### src/rtl/avmm_csr_slave_pkg.sv
// Shared definitions for the Avalon-MM CSR slave: FSM state encoding,
// default widths and the value returned for reads of unimplemented addresses.
package csr_pkg;

   localparam int unsigned DEF_DATA_WIDTH = 32;
   localparam int unsigned DEF_ADDR_WIDTH = 4;
   localparam int unsigned DEF_NUM_REGS   = 16;

   localparam logic [DEF_DATA_WIDTH-1:0] ERR_READ_VALUE = '0;

   typedef enum logic [2:0] {
      IDLE    = 3'd0,
      RD_HOLD = 3'd1,
      RD_MUX  = 3'd2,
      RD_DONE = 3'd3,
      WR_DONE = 3'd4
   } csr_state_t;

endpackage

### src/rtl/avmm_csr_slave_rd_mux.sv
// Read-data multiplexer: picks one register slice out of the flattened
// register output bus by word index. Out-of-range indices yield zero.
module csr_rd_mux #(
   parameter int unsigned P_NUM_REGS   = 16,
   parameter int unsigned P_DATA_WIDTH = 32,
   parameter int unsigned P_SEL_WIDTH  = 4
) (
   input  logic [P_NUM_REGS*P_DATA_WIDTH-1:0] rd_bus,
   input  logic [P_SEL_WIDTH-1:0]             sel,
   output logic [P_DATA_WIDTH-1:0]            rd_data
);

   // Combinational index select over the implemented registers
   always_comb begin
      rd_data = '0;
      for (int unsigned i = 0; i < P_NUM_REGS; i++) begin
         if (32'(sel) == i) begin
            rd_data = rd_bus[i*P_DATA_WIDTH +: P_DATA_WIDTH];
         end
      end
   end

endmodule

### src/rtl/avmm_csr_slave.sv
// Avalon-MM slave front end for the sequencer CSR space. Turns host reads and
// writes into a registered one-hot register select plus read/write strobes.
// The select and read strobe are held for the whole read so that shadow
// registers stay frozen until the data has been muxed and returned.
module avmm_csr_slave
   import csr_pkg::*;
#(
   parameter int unsigned P_DATA_WIDTH = DEF_DATA_WIDTH,
   parameter int unsigned P_ADDR_WIDTH = DEF_ADDR_WIDTH,
   parameter int unsigned P_NUM_REGS   = DEF_NUM_REGS
) (
   input  logic                               CLOCK,
   input  logic                               RESET_N,
   input  logic [P_ADDR_WIDTH-1:0]            AVMM_ADDRESS,
   input  logic                               AVMM_READ,
   input  logic                               AVMM_WRITE,
   input  logic [P_DATA_WIDTH-1:0]            AVMM_WRITEDATA,
   output logic [P_DATA_WIDTH-1:0]            AVMM_READDATA,
   output logic                               AVMM_WAITREQUEST,
   output logic [P_NUM_REGS-1:0]              REG_SELECT,
   output logic                               REG_READ,
   output logic                               REG_WRITE,
   output logic [P_DATA_WIDTH-1:0]            REG_WRDATA,
   input  logic [P_NUM_REGS*P_DATA_WIDTH-1:0] REG_RDDATA,
   output logic                               ERR_ADDR
);

   localparam logic [P_DATA_WIDTH-1:0] L_ERR_VALUE = P_DATA_WIDTH'(ERR_READ_VALUE);

   csr_state_t               state;
   logic [P_ADDR_WIDTH-1:0]  addr_q;
   logic                     addr_ok_q;
   logic                     addr_ok;
   logic [P_NUM_REGS-1:0]    sel_dec;
   logic [P_DATA_WIDTH-1:0]  mux_data;

   // Decode the incoming word address into a one-hot select; unimplemented
   // addresses decode to all-zero so no register is ever touched by them
   always_comb begin
      sel_dec = '0;
      addr_ok = 1'b0;
      for (int unsigned i = 0; i < P_NUM_REGS; i++) begin
         if (32'(AVMM_ADDRESS) == i) begin
            sel_dec[i] = 1'b1;
            addr_ok    = 1'b1;
         end
      end
   end

   // Stall every request until the FSM reaches a completion state
   always_comb begin
      AVMM_WAITREQUEST = (AVMM_READ | AVMM_WRITE) &
                         ~((state == RD_DONE) | (state == WR_DONE));
   end

   csr_rd_mux #(
      .P_NUM_REGS   (P_NUM_REGS),
      .P_DATA_WIDTH (P_DATA_WIDTH),
      .P_SEL_WIDTH  (P_ADDR_WIDTH)
   ) u_rd_mux (
      .rd_bus  (REG_RDDATA),
      .sel     (addr_q),
      .rd_data (mux_data)
   );

   // Transfer sequencer: accept, hold strobes through the read, return data
   always_ff @(posedge CLOCK) begin
      if (!RESET_N) begin
         state         <= IDLE;
         addr_q        <= '0;
         addr_ok_q     <= 1'b0;
         REG_SELECT    <= '0;
         REG_READ      <= 1'b0;
         REG_WRITE     <= 1'b0;
         REG_WRDATA    <= '0;
         AVMM_READDATA <= '0;
         ERR_ADDR      <= 1'b0;
      end else begin
         ERR_ADDR <= 1'b0;
         unique case (state)
            IDLE: begin
               // A simultaneous read and write is served as a read and flagged
               if (AVMM_READ) begin
                  addr_q     <= AVMM_ADDRESS;
                  addr_ok_q  <= addr_ok;
                  REG_SELECT <= sel_dec;
                  REG_READ   <= addr_ok;
                  ERR_ADDR   <= ~addr_ok | AVMM_WRITE;
                  state      <= RD_HOLD;
               end else if (AVMM_WRITE) begin
                  addr_q     <= AVMM_ADDRESS;
                  addr_ok_q  <= addr_ok;
                  REG_SELECT <= sel_dec;
                  REG_WRITE  <= addr_ok;
                  if (addr_ok) begin
                     REG_WRDATA <= AVMM_WRITEDATA;
                  end
                  ERR_ADDR   <= ~addr_ok;
                  state      <= WR_DONE;
               end
            end
            RD_HOLD: begin
               if (!AVMM_READ) begin
                  REG_SELECT <= '0;
                  REG_READ   <= 1'b0;
                  state      <= IDLE;
               end else begin
                  state <= RD_MUX;
               end
            end
            RD_MUX: begin
               if (!AVMM_READ) begin
                  REG_SELECT <= '0;
                  REG_READ   <= 1'b0;
                  state      <= IDLE;
               end else begin
                  AVMM_READDATA <= addr_ok_q ? mux_data : L_ERR_VALUE;
                  state         <= RD_DONE;
               end
            end
            RD_DONE: begin
               REG_SELECT <= '0;
               REG_READ   <= 1'b0;
               state      <= IDLE;
            end
            WR_DONE: begin
               REG_SELECT <= '0;
               REG_WRITE  <= 1'b0;
               state      <= IDLE;
            end
            default: begin
               REG_SELECT <= '0;
               REG_READ   <= 1'b0;
               REG_WRITE  <= 1'b0;
               state      <= IDLE;
            end
         endcase
      end
   end

endmodule

### config.mk
export PLATFORM = sky130hd
export DESIGN_NAME = avmm_csr_slave
export DESIGN_NICKNAME = d
export VERILOG_FILES = /design/src/rtl/avmm_csr_slave_pkg.sv /design/src/rtl/avmm_csr_slave_rd_mux.sv /design/src/rtl/avmm_csr_slave.sv
export SDC_FILE = /design/constraint.sdc
export NUM_CORES = 1
export LEC_CHECK = 0
export BUFFER_PORTS_ARGS = -buffer_cell sky130_fd_sc_hd__buf_2
export CAP_MARGIN = 20
export CORE_AREA = 3 3 246 248
export DETAILED_ROUTE_END_ITERATION = 6
export DIE_AREA = 0 0 249 251
export PLACE_DENSITY = 0.49
export SYNTH_ARGS = -nofsm -noshare
export SYNTH_HDL_FRONTEND = slang
export SYNTH_SLANG_ARGS = --single-unit
### constraint.sdc
create_clock -name CLOCK -period 1.6 [get_ports CLOCK]
set_input_delay 0.32 -clock CLOCK [delete_from_list [all_inputs] [get_ports CLOCK]]
set_output_delay 0.32 -clock CLOCK [all_outputs]
set_load 0.05 [all_outputs]
### After elaboration in Yosys (flattened, before gate mapping)

Cells that the tools add are included.

| cells by class | value |
|---|---|
| reduce and logical (&&, ||, !) cells | 13 |
| mux-type cells | 68 |
| bitwise gates (word level) | 9 |
| equal/unequal tests | 39 |

Operators by type and width:

| operator | count |
|---|---|
| $mux W32 | 17 |
| $eq A4 B4 Y1 const B | 16 |
| $mux W16 | 3 |
| $mux W1 | 38 |
| $eq A4 B3 Y1 const B | 8 |
| $pmux W16 S2 | 1 |
| $eq A4 B2 Y1 const B | 4 |
| $pmux W3 S3 | 1 |
| $eq A4 B1 Y1 const B | 2 |
| $logic_not A4 Y1 | 2 |
| $mux W4 | 2 |
| $ne A2 B2 Y1 const B | 4 |
| $reduce_and A2 Y1 | 4 |
| $eq A3 B2 Y1 const B | 2 |
| $mux W3 | 2 |
| $reduce_and A3 Y1 | 2 |
| $not A1 Y1 | 5 |
| $mux W2 | 2 |
| $reduce_and A4 Y1 | 1 |
| $eq A3 B1 Y1 const B | 1 |
| $eq A3 B3 Y1 const B | 1 |
| $logic_not A3 Y1 | 1 |
| $ne A3 B3 Y1 const B | 1 |
| $or A1 B1 Y1 | 3 |
| other kinds (6) | 6 |

| word-level totals | value |
|---|---|
| word-level logic and storage cells | 138 |
| flip-flop bits (word level) | 91 |
| input port bits | 552 |
| output and inout port bits | 84 |

### Logic depth before layout (Yosys ltp)

| depth | value |
|---|---|
| word-level depth | 20 |
| depth in mapped cells | 10 |
| depth with buffers taken out | 5 |

### Modules after synthesis

From an unflattened synthesis, not the netlist that was laid out.

| unflattened totals | value |
|---|---|
| cells, all modules | 1182 |
| area total of the unflattened synthesis | 9301.4 sq um |

Modules (own cells, without submodules):

| module | cells each | times used | area each (sq um) | seq. area each (sq um) |
|---|---|---|---|---|
| csr_rd_mux | 762 | 1 | 5511.5 | 0.0 |
| avmm_csr_slave | 420 | 1 | 3789.9 | 1821.7 |

### Worst setup path before layout

Ideal clock, no wire load.

| timing | value |
|---|---|
| kind | register -> output |
| start | reg state[1] |
| end | out AVMM_WAITREQUEST |
| path buffers | 1 |
| data required time | 1.280 ns |
| path slack | -0.526 ns |
| arrival time | 1.806 ns |
| cell stages (with the launch flop) | 4 |
| path through | dfxtp_1 buf_6 nor2b_1 a221oi_1 |

| on the way | value |
|---|---|
| cells in the longest elaborated chain, start to end | 4 |
| elaborated cells between the ends (all ways) | 5 |
| those cells by class | 2 x eq/ne; 3 x bitwise |

RTL lines:

| item | line | text |
|---|---|---|
| start, declared | avmm_csr_slave.sv:30 | `csr_state_t state;` |
| start signal, assigned | avmm_csr_slave.sv:69 | `state <= IDLE;` |
| start signal, assigned | avmm_csr_slave.sv:89 | `state <= RD_HOLD;` |
| start signal, assigned | avmm_csr_slave.sv:99 | `state <= WR_DONE;` |
| $eq A3 B2 Y1 or $eq A3 B3 Y1 (tied branches) | avmm_csr_slave.sv:53 | `~((state == RD_DONE) \| (state == WR_DONE));` |
| $or A1 B1 Y1 * | avmm_csr_slave.sv:53 |  |
| $not A1 Y1 * | avmm_csr_slave.sv:53 |  |
| $and A1 B1 Y1 * | avmm_csr_slave.sv:52 | `AVMM_WAITREQUEST = (AVMM_READ \| AVMM_WRITE) &` |
| end, declared | avmm_csr_slave.sv:19 | `output logic AVMM_WAITREQUEST,` |

Mark *: on every way between the ends. The rest lies on a longest branch, timed or not.

### Final worst setup path

| timing | value |
|---|---|
| start | reg addr_q[2] |
| end | reg AVMM_READDATA[9] |

| on the way | value |
|---|---|
| cells in the longest elaborated chain, start to end | 18 |
| elaborated cells between the ends (all ways) | 33 |
| those cells by class | 15 x eq/ne; 17 x mux; 1 x reduce/logical |

RTL lines:

| item | line | text |
|---|---|---|
| start, declared | avmm_csr_slave.sv:31 | `logic [P_ADDR_WIDTH-1:0] addr_q;` |
| start signal, assigned | avmm_csr_slave.sv:70 | `addr_q <= '0;` |
| start signal, assigned | avmm_csr_slave.sv:84 | `addr_q <= AVMM_ADDRESS;` |
| start signal, assigned | avmm_csr_slave.sv:91 | `addr_q <= AVMM_ADDRESS;` |
| $logic_not A4 Y1 | avmm_csr_slave_rd_mux.sv:17 | `if (32'(sel) == i) begin` |
| $mux W32 (15 in a row) | avmm_csr_slave_rd_mux.sv:17 |  |
| $mux W32 * | avmm_csr_slave_rd_mux.sv:17 |  |
| $mux W32 * | avmm_csr_slave.sv:117 | `AVMM_READDATA <= addr_ok_q ? mux_data : L_ERR_VALUE;` |
| end signal, assigned | avmm_csr_slave.sv:117 |  |
| end, declared | avmm_csr_slave.sv:18 | `output logic [P_DATA_WIDTH-1:0] AVMM_READDATA,` |

Marked as above.
A chain may end at the register's enable or synchronous reset.

==> run summary <==
status = finished, violations left
failing checks = setup timing
Routed WL = 73.3 mm
RSZ-0062 raised after global routing = true
worst-skew pair later-pin latency = 0.39 ns
Max Transition Viols Final = 0
first-pass GRT wire length = 98.0 mm
Sequential cell area = 1840 µm²
top post-synthesis cells by area = dfxtp_1, nand2_1, a21oi_1, o21ai_0, mux2i_1
Slew @ Worst Pin = 0.477 ns
Root Buffer = clkbuf_16
Post-Synth Simple-Gate Area = 0.240
Worst VDD drop = 0.653 mV
final hold slack = 0.174 ns
CP required = 1.91 ns
top cell type by total area after synthesis = dfxtp_1
chip width = 249 µm
DRC = 0
FFs w/ async S/R, synth = 0
maximum clock rate = 517 MHz
Final #Nets = 2,623
Final Wtd Congestion = 0.904
number of synthesis warnings = 0
Synth top area share = 0.212
Mapped Nets = 1,799
max cap viols = 0
Worst slew margin = 0.679
Crit Path Max Fanout = 5
Hold WC Path Type = primary input to flip-flop
Tcrit/Tclk final = 1.21
kind of critical path = flip-flop to flip-flop
Cells after DPL = 2,748
Hold Violations, Final = 0
WP data arrival = 2.24 ns
DP Wirelength = 58.3 mm
Ports = 636
CTS tree = built
die height = 251 µm
Post-Syn Area per Cell = 6.89 µm²
most frequent cells in the layout = buf_2, buf_4, nand2_1
area fraction in compound gates after synthesis = 0.372
Clock Skew = 0.0180 ns
Synth Flop Type = dfxtp_1
Post-Syn Area = 8590 µm²
post-layout instance area = 17,400 µm²
Synth Area in Adders = 0
Placed Area = 14,200 µm²
layout cells sized above 1 = 0.622
Vias/cell = 4.80
Worst-path clk slew = 0.09 ns
final setup margin = -0.333 ns
post-synthesis mux area share = 0.0849
most common cell after layout, fill and taps aside = buf_2
vias in the first global route = 13,700
CTS Buffer Depth = 2
Vias = 13,800
row cnt = 89
Post-DRT Antenna Nets = 0
Syn Inst Count = 1,247
Hold Path Cell Cnt = 3
worst reg2reg path depth = 7
area delta synth->final = 102%
CTS buffer count = 9
Tot GR Track Use = 0.215
Pwr Density = 560 nW/µm²
Multi-input gate area = 7760 µm²
Iter 0 DRT Violations = 893
H-tree depth = 3
fillcell total = 6,374
Post-Synth XOR/XNOR Area = 0.00102
initial core utilization = 0.146
initial antenna violation count = 42
Seq/Total Area, Yosys = 0.212
clock sink count = 91
First-pass DRT Iterations = 5
GRT Residual Overflow = 0
flops & latches, synth = 91
largest family of logic cells by synthesized area = compound AO/OA/AOI/OAI gates
fin util = 0.296
synth unique cells = 70
Crit. End Element = flip-flop
CORE AREA = 58,700 µm²
final non-filler cell total = 2,864
setup violators final = 80
Pleak = 7.65 nW
Wirelength per Cell = 25.6 µm
pin count of the biggest net entering global routing = 34
PortBufs = 635
die area = 62,500 µm²
startpoint types = flip-flop
fin crit period = 1.93 ns
number of flops mapped to enable cells by yosys = 0
## cells by family after synthesis
| group | Yosys count |
|---|---|
| AOI/OAI and AO/OA | 512 |
| xor gates and xnor gates | 1 |
| buffers and inverters | 137 |
| DFF | 91 |
| muxes | 69 |
| and+or+nand+nor | 437 |
## worst max-delay path: stages (launching register included)
cell	delay, ns
dfxtp_4	0.39
buf_8	0.15
buf_4	0.15
or3b_1	0.37
a21oi_2	0.18
a2111oi_2	0.05
a211o_1	0.32
a221oi_2	0.25
## repair_timing
action,4_1_cts,5_1_grt
setup endpoints to repair,82,83
hold buffers,0,0
pin swaps,67,149
resized for setup,206,303
gates cloned,5,9
hold endpoints to repair,0,0
setup buffers,48,31
## metal layers
layer | part of all wire | GRT usage | vias to the layer above
li1 | - | - | 6280
met1 | 0.41 | 0.268 | 6618
met2 | 0.47 | 0.352 | 718
met3 | 0.089 | 0.0691 | 121
met4 | 0.026 | 0.0729 | 24
met5 | 0.0021 | 0 | -
## synth_stat cells, drive strengths merged (21+ instances only)
library cell / count
clkbuf: 42
o22ai: 29
nor2: 90
buf: 85
o211ai: 24
dfxtp: 91
mux2: 21
a21oi: 154
o21ai: 137
a22oi: 46
nor2b: 23
mux2i: 47
nand2: 206
## where the power goes
group | leakage (nW) | total [mW] | internal, mW | switching (mW)
clock | 0.129 | 2.23 | 1.07 | 1.16
combinational | 6.78 | 5.09 | 2.37 | 2.72
sequential | 0.743 | 2.42 | 2.33 | 0.0858
total | 7.65 | 9.74 | 5.77 | 3.97
## cell type report
class,count,area share
multi-input combinational,1020,0.447
timing repair buffer,939,0.371
sequential,91,0.106
tap,773,0.0557
clock buffer,9,0.0130
clock inverter,6,0.00288
inverter,10,0.00230
antenna,16,0.00230
## registers in the layout, summed over array words and instances, names as in the netlist
register,flops
ERR_ADDR,1
AVMM_READDATA,32
REG_WRITE,1
addr_ok_q,1
REG_READ,1
state,3
REG_SELECT,16
REG_WRDATA,32
addr_q,4
## path summary, 6_finish.rpt
check	slack (ns)	endpoint	start
hold reg to reg	0.46	REG_WRDATA[21]	REG_WRDATA[21]
setup reg to reg	-0.33	AVMM_READDATA[9]	addr_q[2]
setup / recovery	-0.33	AVMM_READDATA[9]	addr_q[2]
hold / removal	0.17	REG_WRDATA[29]	AVMM_WRITEDATA[29]
## through the flow
| stage | power (mW) | setup TNS, ns | setup slack [ns] |
|---|---|---|---|
| after floorplan | 4.23 | -1.42 | -0.0561 |
| after global placement | 6.38 | -16.46 | -0.812 |
| after detailed placement | 6.39 | -18.55 | -0.829 |
| after CTS | 9.23 | -8.50 | -0.345 |
| after global routing | 10.1 | -15.12 | -0.403 |
| final | 9.74 | -10.11 | -0.333 |
(Power assumes the default switching activity.)
